**src/rtl/cpr_freq_meter_if.sv**
```systemverilog
// Control/result bundle between the power-management controller (master)
// and the CPR frequency meter (slave).
// CPR_METER_MINMAX_EN adds the CLR_MIN input and the MIN_1..MIN_4 outputs.
interface cpr_freq_meter_if #(
   parameter int CNT_W = 16,
   parameter int WIN_W = 16
);
   logic             START;
   logic             ABORT;
   logic [WIN_W-1:0] WINDOW;
   logic [CNT_W-1:0] THRESH;
   logic             BUSY;
   logic             VALID;
   logic [CNT_W-1:0] COUNT_1;
   logic [CNT_W-1:0] COUNT_2;
   logic [CNT_W-1:0] COUNT_3;
   logic [CNT_W-1:0] COUNT_4;
   logic [3:0]       ALARM;
`ifdef CPR_METER_MINMAX_EN
   logic             CLR_MIN;
   logic [CNT_W-1:0] MIN_1;
   logic [CNT_W-1:0] MIN_2;
   logic [CNT_W-1:0] MIN_3;
   logic [CNT_W-1:0] MIN_4;

   modport master (
      output START, ABORT, WINDOW, THRESH, CLR_MIN,
      input  BUSY, VALID, COUNT_1, COUNT_2, COUNT_3, COUNT_4, ALARM,
             MIN_1, MIN_2, MIN_3, MIN_4
   );
   modport slave (
      input  START, ABORT, WINDOW, THRESH, CLR_MIN,
      output BUSY, VALID, COUNT_1, COUNT_2, COUNT_3, COUNT_4, ALARM,
             MIN_1, MIN_2, MIN_3, MIN_4
   );
`else
   modport master (
      output START, ABORT, WINDOW, THRESH,
      input  BUSY, VALID, COUNT_1, COUNT_2, COUNT_3, COUNT_4, ALARM
   );
   modport slave (
      input  START, ABORT, WINDOW, THRESH,
      output BUSY, VALID, COUNT_1, COUNT_2, COUNT_3, COUNT_4, ALARM
   );
`endif
endinterface

```
**src/rtl/cpr_freq_meter.sv**
```systemverilog
// CPR frequency meter: counts rising edges of four asynchronous divided
// critical-path-replica clocks over a programmable window of CLK cycles.
// Optional feature macro: CPR_METER_MINMAX_EN (running per-channel minimum).
//
// state      | meaning
// -----------+------------------------------------------------------------
// ST_IDLE    | waiting for START; counters hold, results held
// ST_SETTLE  | 3 cycles flushing stale synchronizer history, no counting
// ST_MEASURE | latched-window cycles, counting detected rising edges
module cpr_freq_meter #(
   parameter int CNT_W = 16,
   parameter int WIN_W = 16
) (
   input  logic              CLK,
   input  logic              RN,
   input  logic              LOGICCPR_1,
   input  logic              LOGICCPR_2,
   input  logic              LOGICCPR_3,
   input  logic              LOGICCPR_4,
   cpr_freq_meter_if.slave   bus
);

   typedef enum logic [1:0] {
      ST_IDLE    = 2'd0,
      ST_SETTLE  = 2'd1,
      ST_MEASURE = 2'd2
   } state_t;

   localparam logic [CNT_W-1:0] CNT_MAX   = '1;
   localparam logic [CNT_W-1:0] CNT_ONE   = CNT_W'(1);
   localparam logic [WIN_W-1:0] WIN_ONE   = WIN_W'(1);
   localparam logic [WIN_W-1:0] SETTLE_TC = WIN_W'(2);

   logic [3:0] s1_q, s2_q, s3_q;
   logic [3:0] s1_d, s2_d, s3_d;
   logic [3:0] rise;

   state_t           state_q, state_d;
   logic [WIN_W-1:0] tmr_q, tmr_d;
   logic [WIN_W-1:0] win_m1_q, win_m1_d;
   logic [CNT_W-1:0] thresh_q, thresh_d;
   logic [CNT_W-1:0] cnt_q   [4];
   logic [CNT_W-1:0] cnt_d   [4];
   logic [CNT_W-1:0] cnt_inc [4];
   logic [CNT_W-1:0] count_q [4];
   logic [CNT_W-1:0] count_d [4];
   logic [3:0]       alarm_q, alarm_d;
   logic             valid_q, valid_d;
   logic             busy_q, busy_d;
   logic             meas_done;

   // Synchronizer chain inputs: two flops for metastability plus a history flop
   always_comb begin
      s1_d = {LOGICCPR_4, LOGICCPR_3, LOGICCPR_2, LOGICCPR_1};
      s2_d = s1_q;
      s3_d = s2_q;
   end

   assign rise = s2_q & ~s3_q;

   // Synchronizers run continuously, independent of the FSM
   always_ff @(posedge CLK or negedge RN) begin
      if (!RN) begin
         s1_q <= '0;
         s2_q <= '0;
         s3_q <= '0;
      end else begin
         s1_q <= s1_d;
         s2_q <= s2_d;
         s3_q <= s3_d;
      end
   end

   // Saturating increment of each edge counter
   always_comb begin
      for (int i = 0; i < 4; i++) begin
         cnt_inc[i] = (rise[i] && (cnt_q[i] != CNT_MAX)) ? cnt_q[i] + CNT_ONE : cnt_q[i];
      end
   end

   // Next-state, timer and result logic; ABORT overrides every busy transition
   always_comb begin
      state_d   = state_q;
      tmr_d     = tmr_q;
      win_m1_d  = win_m1_q;
      thresh_d  = thresh_q;
      cnt_d     = cnt_q;
      count_d   = count_q;
      alarm_d   = alarm_q;
      valid_d   = 1'b0;
      meas_done = 1'b0;
      case (state_q)
         ST_IDLE: begin
            if (bus.START && !bus.ABORT) begin
               state_d  = ST_SETTLE;
               tmr_d    = SETTLE_TC;
               // A zero window behaves as a one-cycle window
               win_m1_d = (bus.WINDOW == '0) ? '0 : bus.WINDOW - WIN_ONE;
               thresh_d = bus.THRESH;
               for (int i = 0; i < 4; i++) cnt_d[i] = '0;
            end
         end
         ST_SETTLE: begin
            if (bus.ABORT) begin
               state_d = ST_IDLE;
            end else if (tmr_q == '0) begin
               state_d = ST_MEASURE;
               tmr_d   = win_m1_q;
            end else begin
               tmr_d = tmr_q - WIN_ONE;
            end
         end
         ST_MEASURE: begin
            if (bus.ABORT) begin
               state_d = ST_IDLE;
            end else begin
               cnt_d = cnt_inc;
               if (tmr_q == '0) begin
                  state_d   = ST_IDLE;
                  meas_done = 1'b1;
                  valid_d   = 1'b1;
                  count_d   = cnt_inc;
                  for (int i = 0; i < 4; i++) alarm_d[i] = (cnt_inc[i] < thresh_q);
               end else begin
                  tmr_d = tmr_q - WIN_ONE;
               end
            end
         end
         default: state_d = ST_IDLE;
      endcase
      busy_d = (state_d != ST_IDLE);
   end

   // FSM, timer, counters and registered outputs
   always_ff @(posedge CLK or negedge RN) begin
      if (!RN) begin
         state_q  <= ST_IDLE;
         tmr_q    <= '0;
         win_m1_q <= '0;
         thresh_q <= '0;
         alarm_q  <= '0;
         valid_q  <= 1'b0;
         busy_q   <= 1'b0;
         for (int i = 0; i < 4; i++) begin
            cnt_q[i]   <= '0;
            count_q[i] <= '0;
         end
      end else begin
         state_q  <= state_d;
         tmr_q    <= tmr_d;
         win_m1_q <= win_m1_d;
         thresh_q <= thresh_d;
         alarm_q  <= alarm_d;
         valid_q  <= valid_d;
         busy_q   <= busy_d;
         for (int i = 0; i < 4; i++) begin
            cnt_q[i]   <= cnt_d[i];
            count_q[i] <= count_d[i];
         end
      end
   end

   assign bus.BUSY    = busy_q;
   assign bus.VALID   = valid_q;
   assign bus.COUNT_1 = count_q[0];
   assign bus.COUNT_2 = count_q[1];
   assign bus.COUNT_3 = count_q[2];
   assign bus.COUNT_4 = count_q[3];
   assign bus.ALARM   = alarm_q;

`ifdef CPR_METER_MINMAX_EN
   logic [CNT_W-1:0] min_q [4];
   logic [CNT_W-1:0] min_d [4];

   // Running minimum updates together with COUNT; a clear landing on the
   // same edge as a new result restarts the minimum from that result
   always_comb begin
      min_d = min_q;
      for (int i = 0; i < 4; i++) begin
         if (meas_done) begin
            if (bus.CLR_MIN || (cnt_inc[i] < min_q[i])) min_d[i] = cnt_inc[i];
         end else if (bus.CLR_MIN) begin
            min_d[i] = CNT_MAX;
         end
      end
   end

   // Minimum registers reset to all-ones
   always_ff @(posedge CLK or negedge RN) begin
      if (!RN) begin
         for (int i = 0; i < 4; i++) min_q[i] <= CNT_MAX;
      end else begin
         for (int i = 0; i < 4; i++) min_q[i] <= min_d[i];
      end
   end

   assign bus.MIN_1 = min_q[0];
   assign bus.MIN_2 = min_q[1];
   assign bus.MIN_3 = min_q[2];
   assign bus.MIN_4 = min_q[3];
`endif

endmodule

```
**src/flat_wrapper.sv**
```systemverilog
// flat-port wrapper written by rule: the top's interface ports become plain ports
module cpr_freq_meter_flat 
#(
   parameter int CNT_W = 16,
   parameter int WIN_W = 16
)
  (CLK, RN, LOGICCPR_1, LOGICCPR_2, LOGICCPR_3, LOGICCPR_4, bus_START, bus_ABORT, bus_WINDOW, bus_THRESH, bus_BUSY, bus_VALID, bus_COUNT_1, bus_COUNT_2, bus_COUNT_3, bus_COUNT_4, bus_ALARM);
  cpr_freq_meter_if #(.CNT_W(CNT_W), .WIN_W(WIN_W)) bus_i ();
  input  logic CLK;
  input  logic RN;
  input  logic LOGICCPR_1;
  input  logic LOGICCPR_2;
  input  logic LOGICCPR_3;
  input  logic LOGICCPR_4;
  input wire logic [$bits(bus_i.START)-1:0] bus_START;
  input wire logic [$bits(bus_i.ABORT)-1:0] bus_ABORT;
  input wire logic [$bits(bus_i.WINDOW)-1:0] bus_WINDOW;
  input wire logic [$bits(bus_i.THRESH)-1:0] bus_THRESH;
  output wire logic [$bits(bus_i.BUSY)-1:0] bus_BUSY;
  output wire logic [$bits(bus_i.VALID)-1:0] bus_VALID;
  output wire logic [$bits(bus_i.COUNT_1)-1:0] bus_COUNT_1;
  output wire logic [$bits(bus_i.COUNT_2)-1:0] bus_COUNT_2;
  output wire logic [$bits(bus_i.COUNT_3)-1:0] bus_COUNT_3;
  output wire logic [$bits(bus_i.COUNT_4)-1:0] bus_COUNT_4;
  output wire logic [$bits(bus_i.ALARM)-1:0] bus_ALARM;
  assign bus_i.START = bus_START;
  assign bus_i.ABORT = bus_ABORT;
  assign bus_i.WINDOW = bus_WINDOW;
  assign bus_i.THRESH = bus_THRESH;
  assign bus_BUSY = bus_i.BUSY;
  assign bus_VALID = bus_i.VALID;
  assign bus_COUNT_1 = bus_i.COUNT_1;
  assign bus_COUNT_2 = bus_i.COUNT_2;
  assign bus_COUNT_3 = bus_i.COUNT_3;
  assign bus_COUNT_4 = bus_i.COUNT_4;
  assign bus_ALARM = bus_i.ALARM;
  cpr_freq_meter #(.CNT_W(CNT_W), .WIN_W(WIN_W)) u_core (.CLK(CLK), .RN(RN), .LOGICCPR_1(LOGICCPR_1), .LOGICCPR_2(LOGICCPR_2), .LOGICCPR_3(LOGICCPR_3), .LOGICCPR_4(LOGICCPR_4), .bus(bus_i));
endmodule
```
**config.mk**
```make
export PLATFORM = sky130hd
export DESIGN_NAME = cpr_freq_meter_flat
export DESIGN_NICKNAME = d
export VERILOG_FILES = /design/src/rtl/cpr_freq_meter_if.sv /design/src/rtl/cpr_freq_meter.sv /design/src/flat_wrapper.sv
export SDC_FILE = /design/constraint.sdc
export NUM_CORES = 1
export LEC_CHECK = 0
export ABC_AREA = 1
export BUFFER_PORTS_ARGS = -buffer_cell sky130_fd_sc_hd__buf_2
export CORE_ASPECT_RATIO = 1.25
export CORE_MARGIN = 2
export CORE_UTILIZATION = 30
export CTS_CLUSTER_SIZE = 30
export DETAILED_ROUTE_END_ITERATION = 10
export PLACE_DENSITY_LB_ADDON = 0.12
export SYNTH_ARGS = -nofsm -noshare
export SYNTH_HDL_FRONTEND = slang
export SYNTH_SLANG_ARGS = --single-unit
```
**constraint.sdc**
```tcl
create_clock -name CLK -period 2.7 [get_ports CLK]
set_clock_uncertainty 0.1 [all_clocks]
set_input_delay 0.405 -clock CLK [delete_from_list [all_inputs] [get_ports CLK]]
set_output_delay 0.405 -clock CLK [all_outputs]
set_load 0.02 [all_outputs]
```
==> flow_summary.toml, run 1 <==
[setup_path]
cp_cell_sequence = "ha_2 > inv_2 > nor2_2 > nand2_2 > o21ai_4 > buf_6 > nor3_4 > nand3_2 > xnor2_1 > ha_1 > a21oi_1 > o221ai_2 > nor2_1 > nand2_1 > nand2_1"
reg2reg_to = "u_core.bus.ALARM[2]$_DFFE_PN0P_"
crit_path_start = "u_core.cnt_q[17]$_DFFE_PN0P_"
worst_path_largest_cell_delay_ns = 0.40
required_ns = 2.99
worstReg2RegStart = "u_core.cnt_q[17]$_DFFE_PN0P_"
r2r_cells = 15
cp-start-kind = "flip-flop"
crit_arrival_ns = 2.93
slowest_stage = "dfrtp_1"
rrSetupSlack_ns = 0.07
path_class = "reg -> reg"
cp_common_cell = "nand2_1"
cp_max_fo = 3
cp-end-kind = "flip-flop"

[detailed_routing]
vias = 9524
routed_via_density = 4.59
antenna_left = 0
wl_mm = 33.2
drtIter0Drc = 494
drc_errors = 0
wl_per_cell_um = 16.0
drt-pass1-iter-count = 6

[finish]
area.growth.synth_to_final_pct = 29.7
final_cell_mix = "317 x nand2_1, 191 x dfrtp_1, 184 x inv_1, 124 x buf_4, 113 x o21ai_0"
mostFrequentLayoutCell = "nand2_1"
seqCellArea_mm2 = 0.00491
multi_input_area_mm2 = 0.00582
design_area_mm2 = 0.0144
drive_gt1_share_pct = 26.6
diodes = 0
nFillCells = 3736
fin_nets = 1690

[sta]
finalSetupViolCount = 0
tightest_slew_ns = 0.900
layout_setup_ws_ns = 0.0651
hold_viol = 0
slew-limit-headroom_pct = 40.0
rsz0062_at_grt = "yes"
fmax_mhz = 380
fin_setup_tns_ns = 0
period_share_pct = 97.6
fin_hold_ws_ns = 0.0524
period_needed_ns = 2.63
maxSlewViolCount = 0

[grt]
grt_pass1_wl_mm = 52.4
grt_max_degree = 87
grt_pass1_vias = 9741
antenna_found_initial = 0
grtUsageTotal_pct = 17.7
globalRouteOverflowTotal = 0

[power]
max-vdd-ir-drop_mv = 0.535
power.density_cell_area_mw_per_mm2 = 856
totalPowerFinal_uw = 12300
power_leakage_uw = 0.00713

[clocking]
cts_buffers = 17
worstSkewPairLatency_ns = 0.46
cts_tree = "built"
clk_root_buffer_cell = "clkbuf_16"
h-tree-depth = 4
clockBufferDepth = 2
clock_sinks = 196
path_clk_slew_ns = 0.07

[job]
drv_cap = 0

[status]
outcome = "complete, no violations"

[yosys]
yosys_warnings = 0
syn_area_mm2 = 0.0111
ys_types = 51
synth_fp_nets = 1460
postSynthCellCount = 1350
ys_seq_area_share_pct = 44.3
ys_ff_latch = 196
syn_area_per_cell_um2 = 8.21

[floorplan]
num_io_pins = 110
dieHeight_um = 219
die_area_mm2 = 0.0385
die_x_um = 176
initial_core_util_pct = 30.5
fp-row-count = 78
core-area_mm2 = 0.0363

[min_path]
min_from = "bus_WINDOW[0]"
hp-class = "in -> reg"
hold_end = "u_core.win_m1_q[0]$_DFFE_PN0P_"
hold_depth = 2

[place]
place_ws_ns = -0.0520
io_buffers = 109
dp_hpwl_mm = 24.5
gp_congestion = 0.848
placed_area_mm2 = 0.0130
==> cell type report <==
| type | instances | area share [%] |
|---|---|---|
| multi-input combinational | 914 | 40.5 |
| sequential | 196 | 34.2 |
| timing repair buffer | 245 | 11.6 |
| inverter | 206 | 5.42 |
| tap | 480 | 4.18 |
| clock buffer | 20 | 3.04 |
| clock inverter | 12 | 1.07 |
==> layer usage <==
metal  up-vias  share of wire [%]  wire length [µm]  global-route usage, %
li1       4833                  -                 -                      -
met1      4515                 45             14800                   22.3
met2       143                 50             16700                   31.0
met3        33                3.1              1030                   2.91
met4         0                1.8               606                   5.26
met5         -                  0                 0                      0
==> report_power, final <==
part           internal [µW]  switching [µW]
clock                   1460            1200
sequential              3740             464
combinational           1860            3570
total                   7070            5240
==> repair_timing <==
item,CTS,global route
pin swaps,3,57
hold endpoints to repair,52,0
hold buffers,5,0
gates resized for setup,8,117
setup buffers,1,16
setup endpoints to repair,3,4
==> state kept, by name, indices dropped and copies added (netlist names), 4 cells and up <==
register and cells:
u_core.win_m1_q 16, u_core.tmr_q 16, u_core.s3_q 4, u_core.bus.COUNT_4 16, u_core.s2_q 4, u_core.bus.COUNT_2 16
u_core.cnt_q 64, u_core.s1_q 4, u_core.bus.COUNT_1 16, u_core.bus.COUNT_3 16, u_core.thresh_q 16, u_core.bus.ALARM 4
==> cells in the mapped netlist (all sizes together) <==
| master | instances | area [µm²] |
|---|---|---|
| o31ai | 1 | 7.51 |
| o21ai | 132 | 694 |
| a211oi | 7 | 52.6 |
| xnor2 | 5 | 43.8 |
| and2 | 4 | 25.0 |
| buf | 18 | 115 |
| a22oi | 1 | 7.51 |
| nand3b | 1 | 7.51 |
| o32ai | 1 | 8.76 |
| a21oi | 32 | 160 |
| o21a | 1 | 7.51 |
| o22ai | 55 | 344 |
| a22o | 3 | 26.3 |
| a2bb2oi | 1 | 8.76 |
| a21boi | 1 | 7.51 |
| o221ai | 3 | 26.3 |
| inv | 202 | 758 |
| o211ai | 2 | 15.0 |
| or2 | 3 | 18.8 |
| xor2 | 67 | 594 |
| nor4 | 5 | 31.3 |
| a32o | 3 | 30.0 |
| nand4 | 18 | 140 |
| clkbuf | 16 | 60.1 |
| nor3 | 19 | 111 |
| nor2 | 96 | 418 |
| clkinv | 4 | 20.0 |
| ha | 70 | 876 |
| o311ai | 1 | 8.76 |
| nand3 | 42 | 243 |
| dfrtp | 196 | 4900 |
| nand2 | 339 | 1300 |
| a221oi | 1 | 8.76 |
==> logic make-up after synthesis <==
| group | Yosys count | share of synthesized area (%) |
|---|---|---|
| XOR/XNOR | 72 | 5.76 |
| buffers and inverters | 240 | 8.61 |
| AND/OR/NAND/NOR | 527 | 20.7 |
| AO/OA/AOI/OAI | 245 | 12.8 |
| adder cells (fa/ha/maj) | 70 | 7.91 |
| flip-flops | 196 | 44.3 |
==> worst max path at each step <==
stage	end	cells after the start	slack, ns
after floorplan	u_core.bus.ALARM[1]$_DFFE_PN0P_	18	0.12
after global placement	u_core.bus.ALARM[1]$_DFFE_PN0P_	16	-0.002
after global routing	u_core.bus.ALARM[2]$_DFFE_PN0P_	20	-0.13
after CTS	u_core.bus.ALARM[1]$_DFFE_PN0P_	19	0.005
after detailed placement	u_core.bus.ALARM[2]$_DFFE_PN0P_	20	-0.05
final	u_core.bus.ALARM[2]$_DFFE_PN0P_	15	0.07
==> per-stage QoR <==
| stage | util, % | instances |
|---|---|---|
| 2_1_floorplan | - | 1350 |
| 3_3_place_gp | 35.8 | 2019 |
| 3_5_place_dp | 35.8 | 2019 |
| 4_1_cts | 37.7 | 2057 |
| 5_1_grt | 39.6 | 2073 |
| 6_report | 39.6 | 2073 |
==> worst max-delay path: cells and delay by family (launching register included) <==
family          cells  cell delay [ns]
compound gates      3             0.38
simple gates        7             0.75
xor+xnor            1             0.27
flops               1             0.40
fa+ha+maj           2             0.49
buf+inv             2             0.21
No activity file was read; power rests on OpenSTA's default activity.
==> run 2, diff against run 1 <==
--- a/config.mk
+++ b/config.mk
@@ -9,7 +9,8 @@
 export BUFFER_PORTS_ARGS = -buffer_cell sky130_fd_sc_hd__buf_2
 export CORE_ASPECT_RATIO = 1.25
 export CORE_MARGIN = 2
-export CORE_UTILIZATION = 30
+export CORE_UTILIZATION = 37
+export CTS_CLUSTER_DIAMETER = 40
 export CTS_CLUSTER_SIZE = 30
 export DETAILED_ROUTE_END_ITERATION = 10
 export PLACE_DENSITY_LB_ADDON = 0.12
==> flow_summary.toml, run 2 (same netlist as run 1, synthesis figures left out) <==
[status]
outcome = "finished, violations left"
violations = "setup timing"

[job]
drv_cap = 0

[clocking]
clockBufferDepth = 2
path_clk_slew_ns = 0.08
cts_buffers = 17
h-tree-depth = 4
worstSkewPairLatency_ns = 0.45
cts_tree = "built"
clock_sinks = 196
clk_root_buffer_cell = "clkbuf_16"

[setup_path]
worstReg2RegStart = "u_core.cnt_q[0]$_DFFE_PN0P_"
cp_top_family = "compound AO/OA/AOI/OAI gates"
r2r_cells = 18
cp_cell_sequence = "ha_4 > nand2_2 > nor2_2 > nand2_2 > o21ai_4 > inv_2 > nand3_4 > nor2_4 > xor2_2 > inv_1 > ha_4 > a21oi_2 > nor2_4 > a211oi_2 > o221ai_1 > nor2_1 > nand2_1 > nand2_1"
slowest_stage = "dfrtp_1"
crit_buf_inv = 2
worst_path_largest_cell_delay_ns = 0.42
required_ns = 2.98
reg2reg_to = "u_core.bus.ALARM[3]$_DFFE_PN0P_"
rrSetupSlack_ns = -0.02
path_class = "reg -> reg"
crit_arrival_ns = 3.00
cp-start-kind = "flip-flop"
cp-end-kind = "flip-flop"
crit_path_start = "u_core.cnt_q[0]$_DFFE_PN0P_"
cp_max_fo = 3

[floorplan]
die_x_um = 159
core-area_mm2 = 0.0293
initial_core_util_pct = 37.8
dieHeight_um = 197
die_area_mm2 = 0.0313
fp-row-count = 70
num_io_pins = 110

[finish]
final_util_pct = 48.0
mostFrequentLayoutCell = "nand2_1"
nFillCells = 2919
final_cell_mix = "318 x nand2_1, 194 x dfrtp_1, 189 x inv_1, 116 x buf_4, 115 x o21ai_0"
drive_gt1_share_pct = 25.0
area.growth.synth_to_final_pct = 27.1
seqCellArea_mm2 = 0.00491
multi_input_area_mm2 = 0.00567
diodes = 0
top_register = "u_core.cnt_q"
fin_nets = 1683
largest_reg_flops = 64

[detailed_routing]
wl_mm = 31.6
drtIter0Drc = 606
vias = 9605
drc_errors = 0
wl_per_cell_um = 15.9
antenna_left = 0
drt-pass1-iter-count = 5
routed_via_density = 4.85

[place]
io_buffers = 109
dp_hpwl_mm = 23.5
gp_congestion = 0.856

[sta]
period_needed_ns = 2.72
tightest_slew_ns = 0.675
rsz0062_at_grt = "yes"
slew-limit-headroom_pct = 55.0
hold_viol = 0
fmax_mhz = 368
layout_setup_ws_ns = -0.0160
finalSetupViolCount = 1
maxSlewViolCount = 0
period_share_pct = 101

[grt]
grt_pass1_vias = 9666
met2_usage_pct = 36.4
met3_usage_pct = 2.71
gr-max-usage-layer = "met2"
globalRouteOverflowTotal = 0
met1_usage_pct = 26.1
grtUsageTotal_pct = 20.7
antenna_found_initial = 0
grt_max_degree = 81
grt_pass1_wl_mm = 51.2

[min_path]
min_from = "bus_WINDOW[0]"
hold_end = "u_core.win_m1_q[0]$_DFFE_PN0P_"
hp-class = "in -> reg"
hold_depth = 2

[power]
power.density_cell_area_mw_per_mm2 = 869
max-vdd-ir-drop_mv = 0.518
power_leakage_uw = 0.00712
totalPowerFinal_uw = 12200
run 2: changes by cell type in the layout (fill, tap and decap cells not counted), sizes merged:
cell	previous run	this run
buf	239	232
inv	203	204
clkinvlp	3	5
clkbuf	21	19
bufinv	3	2
run 2: routing by layer:
layer	vias up	share of wire (%)
li1	4814	-
met1	4561	44
met2	192	50
met3	38	3.3
met4	0	2.5
met5	-	0
run 2: metrics by stage:
stage,instances,hold WS (ns),area (µm²),setup WS (ns),TNS [ns]
2_1_floorplan,1350,0.00941,11100,0.119,0
3_3_place_gp,1928,0.236,12800,0.00441,0
3_5_place_dp,1928,0.235,12800,-0.0632,-0.109
4_1_cts,1966,0.0612,13500,-0.0362,-0.0362
5_1_grt,1982,0.0692,14100,-0.231,-0.581
6_report,1982,0.0730,14100,-0.0160,-0.0160
run 2: area by class of cell:
class | count | share of cell area, %
clock inverter | 14 | 1.22
tap | 396 | 3.52
timing repair buffer | 238 | 11.4
multi-input combinational | 914 | 40.3
clock buffer | 18 | 3.12
sequential | 196 | 34.9
inverter | 206 | 5.58
run 2: what timing repair did:
item / 4_1_cts / 5_1_grt
setup buffers: 1 / 16
setup endpoints to repair: 4 / 4
resized for setup: 7 / 94
pin swaps: 2 / 62
hold buffers: 5 / 0
endpoints found under the hold margin: 49 / 0
run 2: worst max path at each step:
stage / to / slack (ns) / cells past startpoint
2_1_floorplan: u_core.bus.ALARM[1]$_DFFE_PN0P_ / 0.12 / 18
3_3_place_gp: u_core.bus.ALARM[0]$_DFFE_PN0P_ / 0.004 / 18
3_5_place_dp: u_core.bus.ALARM[3]$_DFFE_PN0P_ / -0.06 / 18
4_1_cts: u_core.bus.ALARM[3]$_DFFE_PN0P_ / -0.04 / 19
5_1_grt: u_core.bus.ALARM[3]$_DFFE_PN0P_ / -0.23 / 18
6_report: u_core.bus.ALARM[3]$_DFFE_PN0P_ / -0.02 / 18
run 2: power breakdown:
part           switching, µW  internal, µW  leakage, µW  total, µW
logic                   3480          1830      0.00430       5310
clock network           1270          1420     0.000287       2700
registers                489          3740      0.00254       4230
total                   5240          7000      0.00712      12200
==> run 3, diff against run 2 <==
--- a/config.mk
+++ b/config.mk
@@ -13,7 +13,7 @@
 export CTS_CLUSTER_DIAMETER = 40
 export CTS_CLUSTER_SIZE = 30
 export DETAILED_ROUTE_END_ITERATION = 10
-export PLACE_DENSITY_LB_ADDON = 0.12
+export REMOVE_ABC_BUFFERS = 1
 export SYNTH_ARGS = -nofsm -noshare
 export SYNTH_HDL_FRONTEND = slang
 export SYNTH_SLANG_ARGS = --single-unit
==> flow_summary.toml, run 3 (same netlist as run 1, synthesis figures left out) <==
[place]
io_buffers = 109
place_ws_ns = 0.00445
dp_hpwl_mm = 22.5
gp_congestion = 0.913

[detailed_routing]
drt-pass1-iter-count = 6
drtIter0Drc = 553
vias = 9764
antenna_left = 0
drc_errors = 0
wl_per_cell_um = 15.7
wl_mm = 31.2
routed_via_density = 4.92

[sta]
period_needed_ns = 2.70
maxSlewViolCount = 0
layout_setup_ws_ns = 0.00242
hold_viol = 0
fin_setup_tns_ns = 0
rsz0062_at_grt = "yes"
slew-limit-headroom_pct = 51.2
period_share_pct = 99.9
tightest_slew_ns = 0.732
fmax_mhz = 371
finalSetupViolCount = 0

[finish]
area.growth.synth_to_final_pct = 27.3
multi_input_area_mm2 = 0.00569
largest_reg_flops = 64
seqCellArea_mm2 = 0.00491
drive_gt1_share_pct = 25.0
nFillCells = 2807
mostFrequentLayoutCell = "nand2_1"
top_register = "u_core.cnt_q"
fin_nets = 1685
diodes = 0
final_cell_mix = "317 x nand2_1, 191 x dfrtp_1, 189 x inv_1, 119 x buf_4, 116 x o21ai_0"

[floorplan]
dieHeight_um = 197
die_x_um = 159
fp-row-count = 70
core-area_mm2 = 0.0293
num_io_pins = 110
initial_core_util_pct = 37.8
die_area_mm2 = 0.0313

[clocking]
cts_tree = "built"
h-tree-depth = 4
path_clk_slew_ns = 0.08
clk_root_buffer_cell = "clkbuf_16"
clockBufferDepth = 2
worstSkewPairLatency_ns = 0.46
clock_sinks = 196
cts_buffers = 17

[status]
outcome = "complete, no violations"

[grt]
antenna_found_initial = 0
grt_pass1_wl_mm = 50.0
globalRouteOverflowTotal = 0
grtUsageTotal_pct = 20.1
grt_max_degree = 82
grt_pass1_vias = 9676

[setup_path]
crit_arrival_ns = 3.00
reg2reg_to = "u_core.bus.ALARM[2]$_DFFE_PN0P_"
path_class = "reg -> reg"
cp_max_fo = 3
crit_path_start = "u_core.cnt_q[17]$_DFFE_PN0P_"
cp-endpoint = "u_core.bus.ALARM[2]$_DFFE_PN0P_"
worstReg2RegStart = "u_core.cnt_q[17]$_DFFE_PN0P_"
r2r_cells = 20
rrSetupSlack_ns = 0.002
cp-end-kind = "flip-flop"
required_ns = 3.00
cp-start-kind = "flip-flop"

[power]
max-vdd-ir-drop_mv = 0.573
power_leakage_uw = 0.00716
power.density_cell_area_mw_per_mm2 = 865

[min_path]
hp-class = "in -> reg"

[job]
drv_cap = 0
-- run 3: cell types whose count changed in the layout (fill, tap and decap cells not counted), sizes merged --
cell	change
buf	+2
clkbuf	+1
inv	+1
clkinvlp	-3
-- run 3: repair_timing --
item	in CTS	in global routing
endpoints found under the hold margin	81	0
pin swaps	0	47
setup buffers	1	30
setup endpoints to repair	2	4
gates resized for setup	2	98
hold buffers	5	0
-- run 3: worst min path at each step --
stage | slack [ns] | startpoint | endpoint | depth (start not counted)
after floorplan | 0.009 | RN | u_core.bus.ALARM[0]$_DFFE_PN0P_ | 0
after global placement | 0.23 | u_core.s1_q[1]$_DFF_PN0_ | u_core.s2_q[1]$_DFF_PN0_ | 0
after detailed placement | 0.23 | u_core.s1_q[2]$_DFF_PN0_ | u_core.s2_q[2]$_DFF_PN0_ | 0
after CTS | 0.03 | bus_WINDOW[0] | u_core.win_m1_q[0]$_DFFE_PN0P_ | 2
after global routing | 0.04 | bus_WINDOW[0] | u_core.win_m1_q[0]$_DFFE_PN0P_ | 2
final | 0.05 | bus_WINDOW[0] | u_core.win_m1_q[0]$_DFFE_PN0P_ | 2
-- run 3: layer usage --
metal,track usage [%],routed length (µm)
met2,35.0,15500
met1,24.9,13400
met4,7.58,977
met3,3.78,1320
met5,0,0
-- run 3: where the power goes --
group	internal (µW)	total [µW]	switching (µW)	leakage (µW)
Clock	1430	2640	1220	0.000288
Sequential	3740	4230	487	0.00253
Combinational	1830	5330	3500	0.00434
-- run 3: cell type report --
class	count	area share, %
Multi-Input combinational cell	914	40.4
Sequential cell	196	34.8
Timing Repair Buffer	240	11.5
Inverter	206	5.53
Tap cell	396	3.51
Clock buffer	19	3.21
Clock inverter	12	1.02
-- run 3: worst max-delay path: stages (launching register included) --
cell,delay (ns)
dfrtp_1,0.39
ha_2,0.21
inv_2,0.06
nor2_2,0.03
nand2_2,0.08
o21ai_4,0.07
nor2_4,0.14
inv_2,0.06
nor2_4,0.11
buf_6,0.10
nand2_2,0.05
xor2_2,0.16
inv_1,0.06
ha_1,0.30
a21oi_2,0.19
nor2_4,0.05
a211oi_2,0.21
nand2_1,0.09
nand2_1,0.07
nand2_1,0.05
nand2_1,0.06
-- run 3: through the flow --
| step | std cells | hold slack (ns) | total power [µW] | instance area, µm² | util [%] |
|---|---|---|---|---|---|
| detailed placement | 1916 | 0.235 | 9450 | 12800 | 43.5 |
| global route | 1983 | 0.0436 | 13100 | 14100 | 48.1 |
| global placement | 1916 | 0.233 | 9310 | 12800 | 43.5 |
| finish | 1983 | 0.0451 | 12200 | 14100 | 48.1 |
| floorplan | 1316 | 0.00941 | 7620 | 10900 | - |
| CTS | 1953 | 0.0323 | 12100 | 13400 | 45.7 |
